[src/rtl/uart_pkg.sv]
// Shared UART definitions: frame width, default line setup, receiver state
// encoding and the 3-sample majority helper.
package uart_pkg;

    localparam int DATA_BITS         = 8;
    localparam int DEFAULT_CLK_FREQ  = 50000000;
    localparam int DEFAULT_BAUD_RATE = 9600;

    typedef logic [2:0] uart_state_t;

    localparam uart_state_t ST_IDLE      = 3'd0;
    localparam uart_state_t ST_START     = 3'd1;
    localparam uart_state_t ST_DATA      = 3'd2;
    localparam uart_state_t ST_STOP      = 3'd3;
    localparam uart_state_t ST_WAIT_HIGH = 3'd4;

    function automatic logic maj3(input logic a, input logic b, input logic c);
        return (a & b) | (a & c) | (b & c);
    endfunction

endpackage

[src/rtl/uart_os_tick.sv]
// Oversampling tick generator: one-cycle tick every TICK_DIV clocks,
// restartable through clr so the tick phase can be tied to a line edge.
module uart_os_tick #(
    parameter int TICK_DIV = 10
) (
    input  logic clk,
    input  logic rst,
    input  logic clr,
    output logic tick
);

    localparam int CW = (TICK_DIV > 1) ? $clog2(TICK_DIV) : 1;
    localparam logic [CW-1:0] LAST = CW'(TICK_DIV - 1);

    logic [CW-1:0] cnt_q, cnt_d;

    always_comb begin
        tick  = 1'b0;
        cnt_d = cnt_q;
        if (clr) begin
            cnt_d = '0;
        end else if (cnt_q == LAST) begin
            tick  = 1'b1;
            cnt_d = '0;
        end else begin
            cnt_d = cnt_q + CW'(1);
        end
    end

    always_ff @(posedge clk or posedge rst) begin
        if (rst) cnt_q <= '0;
        else     cnt_q <= cnt_d;
    end

endmodule

[src/rtl/uart_rx.sv]
// 8N1 UART receiver: synchronised, oversampled line with mid-bit majority
// voting, delivering bytes through a one-entry valid/ready holding register.
module uart_rx
    import uart_pkg::*;
#(
    parameter int CLK_FREQ   = DEFAULT_CLK_FREQ,
    parameter int BAUD_RATE  = DEFAULT_BAUD_RATE,
    parameter int OVERSAMPLE = 16
) (
    input  logic       clk,
    input  logic       rst,
    input  logic       rx,
    output logic [7:0] rx_data,
    output logic       rx_valid,
    input  logic       rx_ready,
    output logic       rx_busy,
    output logic       frame_err,
    output logic       overrun,
    output logic [2:0] rx_state
);

    localparam int TICK_DIV = CLK_FREQ / (BAUD_RATE * OVERSAMPLE);
    localparam int SW       = $clog2(OVERSAMPLE);

    localparam logic [SW-1:0] S_PRE  = SW'(OVERSAMPLE / 2 - 1);
    localparam logic [SW-1:0] S_MID  = SW'(OVERSAMPLE / 2);
    localparam logic [SW-1:0] S_POST = SW'(OVERSAMPLE / 2 + 1);
    localparam logic [SW-1:0] S_LAST = SW'(OVERSAMPLE - 1);
    localparam logic [2:0]    LAST_BIT = 3'(DATA_BITS - 1);

    if (TICK_DIV < 1) begin : g_bad_tick_div
        $error("uart_rx: CLK_FREQ/(BAUD_RATE*OVERSAMPLE) must be at least 1");
    end
    if (OVERSAMPLE < 8 || (OVERSAMPLE % 2) != 0) begin : g_bad_oversample
        $error("uart_rx: OVERSAMPLE must be even and at least 8");
    end

    // Handshake: a byte moves to the consumer on any clk edge where
    // rx_valid & rx_ready; rx_data is stable while rx_valid is high.
    logic            sync1_q, sync1_d, sync2_q, sync2_d;
    logic [1:0]      arm_q, arm_d;
    logic            prev_q, prev_d;
    uart_state_t     state_q, state_d;
    logic [SW-1:0]   s_cnt_q, s_cnt_d;
    logic [2:0]      bit_idx_q, bit_idx_d;
    logic [1:0]      samp_q, samp_d;
    logic [7:0]      shift_q, shift_d;
    logic [7:0]      data_q, data_d;
    logic            valid_q, valid_d;
    logic            fe_q, fe_d;
    logic            ov_q, ov_d;

    logic tick, start_edge, fall, maj, decide, bit_end, deliver, hs;

    uart_os_tick #(.TICK_DIV(TICK_DIV)) u_tick (
        .clk  (clk),
        .rst  (rst),
        .clr  (start_edge),
        .tick (tick)
    );

    always_comb begin
        sync1_d   = rx;
        sync2_d   = sync1_q;
        // The synchroniser's reset value is not a real line sample, so the
        // edge register only tracks it once real data has reached sync2.
        arm_d     = {arm_q[0], 1'b1};
        prev_d    = sync2_q & arm_q[1];
        state_d   = state_q;
        s_cnt_d   = s_cnt_q;
        bit_idx_d = bit_idx_q;
        samp_d    = samp_q;
        shift_d   = shift_q;
        data_d    = data_q;
        valid_d   = valid_q;
        fe_d      = 1'b0;
        ov_d      = 1'b0;
        deliver   = 1'b0;
        start_edge = 1'b0;

        fall    = prev_q & ~sync2_q;
        maj     = maj3(samp_q[0], samp_q[1], sync2_q);
        decide  = tick && (s_cnt_q == S_POST);
        bit_end = tick && (s_cnt_q == S_LAST);
        hs      = valid_q & rx_ready;

        if (tick) s_cnt_d = (s_cnt_q == S_LAST) ? '0 : s_cnt_q + SW'(1);
        if (tick && s_cnt_q == S_PRE) samp_d[0] = sync2_q;
        if (tick && s_cnt_q == S_MID) samp_d[1] = sync2_q;

        case (state_q)
            ST_IDLE: begin
                if (fall) begin
                    state_d    = ST_START;
                    start_edge = 1'b1;
                    s_cnt_d    = '0;
                end
            end
            ST_START: begin
                if (decide && maj) begin
                    state_d = ST_IDLE;
                end else if (bit_end) begin
                    state_d   = ST_DATA;
                    bit_idx_d = '0;
                end
            end
            ST_DATA: begin
                if (decide) shift_d = {maj, shift_q[7:1]};
                if (bit_end) begin
                    if (bit_idx_q == LAST_BIT) state_d = ST_STOP;
                    else                       bit_idx_d = bit_idx_q + 3'd1;
                end
            end
            ST_STOP: begin
                if (decide) begin
                    if (maj) begin
                        deliver = 1'b1;
                        state_d = ST_IDLE;
                    end else begin
                        fe_d    = 1'b1;
                        state_d = ST_WAIT_HIGH;
                    end
                end
            end
            ST_WAIT_HIGH: begin
                if (sync2_q) state_d = ST_IDLE;
            end
            default: state_d = ST_IDLE;
        endcase

        if (deliver) begin
            if (!valid_q || hs) begin
                data_d  = shift_q;
                valid_d = 1'b1;
            end else begin
                ov_d = 1'b1;
            end
        end else if (hs) begin
            valid_d = 1'b0;
        end
    end

    always_ff @(posedge clk or posedge rst) begin
        if (rst) begin
            sync1_q   <= 1'b1;
            sync2_q   <= 1'b1;
            arm_q     <= '0;
            prev_q    <= 1'b0;
            state_q   <= ST_IDLE;
            s_cnt_q   <= '0;
            bit_idx_q <= '0;
            samp_q    <= '0;
            shift_q   <= '0;
            data_q    <= '0;
            valid_q   <= 1'b0;
            fe_q      <= 1'b0;
            ov_q      <= 1'b0;
        end else begin
            sync1_q   <= sync1_d;
            sync2_q   <= sync2_d;
            arm_q     <= arm_d;
            prev_q    <= prev_d;
            state_q   <= state_d;
            s_cnt_q   <= s_cnt_d;
            bit_idx_q <= bit_idx_d;
            samp_q    <= samp_d;
            shift_q   <= shift_d;
            data_q    <= data_d;
            valid_q   <= valid_d;
            fe_q      <= fe_d;
            ov_q      <= ov_d;
        end
    end

    assign rx_data   = data_q;
    assign rx_valid  = valid_q;
    assign rx_busy   = (state_q != ST_IDLE);
    assign frame_err = fe_q;
    assign overrun   = ov_q;
    assign rx_state  = state_q;

endmodule
[config.mk]
export PLATFORM = sky130hd
export DESIGN_NAME = uart_rx
export DESIGN_NICKNAME = d
export VERILOG_FILES = /design/src/rtl/uart_pkg.sv /design/src/rtl/uart_os_tick.sv /design/src/rtl/uart_rx.sv
export SDC_FILE = /design/constraint.sdc
export NUM_CORES = 1
export LEC_CHECK = 0
export BUFFER_PORTS_ARGS = -buffer_cell sky130_fd_sc_hd__buf_4
export CAP_MARGIN = 15
export CORE_MARGIN = 4
export CORE_UTILIZATION = 35
export CTS_BUF_LIST = sky130_fd_sc_hd__clkbuf_4
export CTS_CLUSTER_DIAMETER = 150
export DETAILED_ROUTE_END_ITERATION = 8
export PLACE_DENSITY = 0.6
export SLEW_MARGIN = 0
export SYNTH_ARGS = -nofsm -noshare
export SYNTH_HDL_FRONTEND = slang
export SYNTH_SLANG_ARGS = --single-unit
[constraint.sdc]
create_clock -name clk -period 3.34 [get_ports clk]
set_input_delay 0.668 -clock clk [delete_from_list [all_inputs] [get_ports clk]]
set_output_delay 0.668 -clock clk [all_outputs]
set_load 0.005 [all_outputs]
After elaboration in Yosys (flattened, before gate mapping) --
Cells that the tools add are included. W data, S select, Z words.
Operators by class: add/subtract/negate cells 3, equality and inequality tests 20, muxes and demuxes 35, bitwise gates (word level) 9, reduce and logical (&&, ||, !) cells 16
Operators by type and width (number):
- $mux W3 | 12
- $mux W9 | 2
- $mux W4 | 4
- $ne A2 B2 Y1 const B | 8
- $mux W1 | 15
- $pmux W3 S5 | 1
- $eq A4 B4 Y1 const B | 3
- $add A9 B1 Y9 const B | 1
- $eq A9 B9 Y1 const B | 1
- $and A1 B1 Y1 | 6
- $eq A3 B2 Y1 const B | 2
- $eq A3 B3 Y1 const B | 2
- $pmux W3 S2 | 1
- $reduce_and A2 Y1 | 3
- $reduce_and A6 Y1 | 1
- $logic_and A1 B1 Y1 | 5
- $reduce_and A5 Y1 | 1
- $add A4 B1 Y4 const B | 1
- $eq A4 B3 Y1 const B | 1
- $reduce_bool A2 Y1 | 2
- $add A3 B1 Y3 const B | 1
- $eq A3 B1 Y1 const B | 1
- $logic_not A3 Y1 | 1
- $ne A3 B3 Y1 const B | 1
- 6 further kinds | 7
Storage, ports and cells: flip-flop bits (word level) 45, input bits 4, output and inout port bits 15, word-level logic and storage cells 98

Longest topological paths before layout --
depth after elaboration 10, gate-level depth with buffers 7, gate-level depth less buffers 7

Hierarchy --
Synthesis repeated with hierarchy kept, for this count alone.
Unflattened totals: cells, all modules 168, area, all modules 2069.5 µm²
By module, submodules not included:
- uart_rx | times used 1, cells an instance 121, area an instance 1602.8 µm², seq. area each 903.4 µm²
- uart_os_tick | times used 1, cells an instance 47, area an instance 466.7 µm², seq. area each 225.2 µm²

Least setup slack after synthesis --
Ideal clock, no wire load.
path type register to register, start register u_tick.cnt_q[3], end register state_q[0], in the netlist rx_state[0], setup time 125 ps, arrival time 1866 ps, required time 3215 ps, slack 1349 ps, stages on the path, launching flop included 6, buffers on the path 0, clock period less this slack 1991 ps, cell sequence dfrtp_1 -> or4b_4 -> a211oi_4 -> and4_4 -> o21ai_2 -> mux2_4
On the way: longest elaborated chain between the ends 7, elaborated cells between the ends (all ways) 12, classes of those cells 4 x eq/ne; 4 x mux; 4 x reduce/logical
Ends and longest elaborated chain:
- start, declared | line uart_os_tick.sv:15 | logic [CW-1:0] cnt_q, cnt_d;
- start signal, assigned | line uart_os_tick.sv:32 | else cnt_q <= cnt_d;
- $eq A9 B9 Y1 * | line uart_os_tick.sv:22 | end else if (cnt_q == LAST) begin
- $mux W1 * | line uart_os_tick.sv:22
- $mux W1 * | line uart_os_tick.sv:20 | if (clr) begin
- $logic_and A1 B1 Y1 | line uart_rx.sv:83 | decide = tick && (s_cnt_q == S_POST);
- $logic_and A1 B1 Y1 | line uart_rx.sv:100 | if (decide && maj) begin
- $ne A3 B3 Y1 (no line) or $mux W3 (tied branches)
- $reduce_and A6 Y1 (no line) or $pmux W3 S5 (tied branches)
- end signal, assigned | line uart_rx.sv:163 | state_q <= state_d;
- end, declared | line uart_rx.sv:43 | uart_state_t state_q, state_d;
Every way passes the cells marked *; elsewhere a longest branch is shown, timed or not. A chain may end at the register's enable or synchronous reset.

Worst setup path in the final report --
start register u_tick.cnt_q[3], end register data_q[1], in the netlist rx_data[1]
On the way: longest elaborated chain between the ends 7
Ends and longest elaborated chain:
- $eq A9 B9 Y1 | line uart_os_tick.sv:22
- $mux W1 | line uart_os_tick.sv:22
- $mux W1 | line uart_os_tick.sv:20
- $logic_and A1 B1 Y1 | line uart_rx.sv:83
- $mux W1 | line uart_rx.sv:115 | if (decide) begin
- $mux W1 | line uart_rx.sv:91 | case (state_q)
- $reduce_and A2 Y1 (no line)
- end signal, assigned | line uart_rx.sv:168 | data_q <= data_d;
- end, declared | line uart_rx.sv:48 | logic [7:0] data_q, data_d;
Every way passes these cells.

==> summary.txt <==
Yosys
  – Post-synthesis register bit count: 45
  – Synth Instances: 166
  – Synth Net Count: 177
  – Number of distinct library cells after synthesis: 43
  – Compound-Gate Fraction of Synth Area: 0.0626
  – Main combinational cell family by area after synthesis: simple AND/OR/NAND/NOR gates
  – Most frequent cell after synthesis: dfrtp_1
  – Adder-cell share of the synthesized area: 0.0479
  – Area contributors post-synth: dfrtp_1, mux2_1, ha_1, xor2_1, mux2_2
  – Yosys top cell area share: 0.528
  – Post-synthesis sequential area ratio: 0.553
  – Synth warn: 0
  – Most common flop cell mapped by yosys: dfrtp_1
  – Syn_area_per_cell: 12.3 sq um
  – Mux cell area share after synthesis: 0.112
  – Async S/R FF share, synth: 1.00
  – Synth area leader: dfrtp_1
  – Synth cell count leaders: dfrtp_1, mux2_1, nor2_1
  – Simple-Gate Fraction of Synth Area: 0.158
  – Post-synth EDFFs: 0
  – Post-Synth XOR/XNOR Area: 0.0429
  – Post-Syn Area: 2040 sq um

Run status
  – Status: complete, no violations

Drt
  – First DRT Iteration DRCs: 23
  – DRC errors left: 0
  – Router iterations before antenna repair: 2
  – Post-DR vias/cell: 4.81
  – WL final: 3.46 mm
  – Routed Antenna Nets: 0
  – Avg WL per Cell: 13.3 um
  – Vias post-DR: 1250

Timing
  – Rel. slew slack: 0.389
  – Final worst-path cycle share: 0.646
  – TNS Setup: 0 ns
  – Fmax: 463 MHz
  – Setup Skew: 0.0163 ns
  – Final setup violation count: 0
  – Worst Tran Pin Value: 0.915 ns
  – Final Hold Vio Count: 0
  – Min cycle time layout: 2.16 ns
  – Unrepaired setup endpoints after global routing: false
  – Max Transition Viols Final: 0

Floorplanning
  – Row cnt: 27
  – Starting Density: 0.366
  – Die width: 84.3 um
  – Core area: 5570 sq um
  – Die area: 7110 sq um
  – Die Span Y: 84.3 um
  – IO Pins: 19

CTS
  – Post_cts resized: 0
  – TritonCTS clock tree: yes
  – Clock Latency Late Sink: 0.36 ns
  – H-Tree Depth: 2
  – Clk sinks: 45
  – Clk slew on worst S/H paths: 0.13 ns
  – TritonCTS buffer count: 5
  – # hold bufs at CTS: 0
  – Postcts setup bufs: 0
  – Clock Path Buffers: 2
  – Root Driver: clkbuf_4

Setup path
  – Worst Setup Start Kind: flop
  – WP data arrival: 2.41 ns
  – Worst Path Max Fanout: 8
  – WP data required: 3.60 ns
  – Critical path class: flop to flop
  – Worst Setup End Kind: flop

Pwr
  – Leakage: 0.00114 uW
  – Pwr Total: 1140 uW
  – Pwr Density: 493 nW/um^2
  – Peak VDD IR: 273 uV

Job
  – Max-Cap Viols: 0

Placement
  – GP Congestion: 0.701
  – HPWL after detailed placement: 2.37 mm
  – PortBufs: 18
  – Cell Area, Placed: 2250 sq um
  – Inst Count DP: 252

Layout
  – Diode count: 0
  – Reg area: 1130 sq um
  – Fill count: 566
  – Final instance area: 2300 sq um
  – Multi-input logic area: 868 sq um
  – Final net count: 198
  – Layout Cells excl Fill: 260
  – Share of layout cells above drive strength 1: 0.223
  – Area Overhead vs Synth: 12.9%

Global routing
  – Total GRT Usage: 0.105
  – Antenna violations before repair: 0
  – Global-route wire length before repair: 5.95 mm
  – Vias in the first global route: 1255
  – Global route total overflow: 0
  – Largest net degree at the start of global routing: 46

Min path
  – Worst min-delay path class: flop to flop
[registers in the layout, indices dropped and copies added, names as in the netlist, 2 cells and up]
register / flops
arm_q: 2
bit_idx_q: 3
rx_data: 8
rx_state: 3
s_cnt_q: 4
samp_q: 2
shift_q: 8
u_tick.cnt_q: 9
[critical path: stages, from the launching register on]
cell and delay, ns:
dfrtp_1 0.43, or4b_4 0.59, nor2_2 0.22, and4_1 0.46, mux2_1 0.37
[logic make-up after synthesis]
family                     Yosys count
other                                1
muxes                               20
AOI/OAI and AO/OA                   17
xor gates and xnor gates            10
buffers and inverters               11
adders and majority gates            8
and+or+nand+nor                     54
DFF                                 45
[metrics by stage]
stage / utilization / hold WS (ns) / setup slack (ns)
floorplan: - / 0.331 / 1.35
global placement: 0.403 / 0.334 / 1.19
detailed placement: 0.403 / 0.336 / 1.17
CTS: 0.413 / 0.365 / 1.15
global route: 0.413 / 0.368 / 1.03
finish: 0.413 / 0.364 / 1.18
[final timing paths]
| check | start | end | slack [ns] | cells past startpoint |
|---|---|---|---|---|
| worst max-delay path | u_tick.cnt_q[3]$_DFF_PP0_ | rx_data[1]$_DFFE_PP0P_ | 1.18 | 4 |
| worst min-delay path | sync1_q$_DFF_PP1_ | sync2_q$_DFF_PP1_ | 0.36 | 0 |
| worst max register to register | u_tick.cnt_q[3]$_DFF_PP0_ | rx_data[1]$_DFFE_PP0P_ | 1.18 | 4 |
| worst min register to register | sync1_q$_DFF_PP1_ | sync2_q$_DFF_PP1_ | 0.36 | 0 |
| max in group asynchronous | rst | u_tick.cnt_q[6]$_DFF_PP0_ | 2.27 | 2 |
| min in group asynchronous | rst | rx_data[4]$_DFFE_PP0P_ | 0.49 | 2 |
[per-layer routing]
layer | up-vias | wire length, um | global-route usage
met5 | - | 0 | 0
met4 | 0 | 70 | 0.0518
met3 | 6 | 127 | 0.0265
met2 | 17 | 1540 | 0.155
met1 | 608 | 1720 | 0.142
li1 | 619 | - | -
[area by class of cell]
type,instances,share of cell area
Sequential cell,45,0.490
Clock buffer,5,0.0163
Tap cell,72,0.0391
Inverter,7,0.0114
Timing Repair Buffer,18,0.0587
Multi-Input combinational cell,110,0.377
Clock inverter,3,0.00760
[power by group]
group,switching (uW),total [uW],internal (uW)
Combinational,113,223,110
Clock,181,261,80.1
Sequential,60.4,651,591
Total,355,1140,780
[cell usage in the layout, fill, tap and decap left out, types with 2 or more instances in the layout]
cell type  synthesis  final
a21oi_1            6      6
and2_1             4      4
nand4b_1           2      2
buf_4              0     18
mux2_1            14     14
nand2b_1           3      3
and3b_1            3      3
xor2_1             7      7
nor2_1            14     14
xnor2_1            3      3
mux2_2             5      5
nand4_1            2      2
clkbuf_4           0      5
dfrtp_1           43     43
a22o_1             2      2
nor3b_1            2      2
inv_1              7      6
nand2_1            7      7
ha_1               7      7
o21ai_1            3      3
dfstp_2            2      2
nand3_1            5      5
Power figures use the tool's default switching activity.
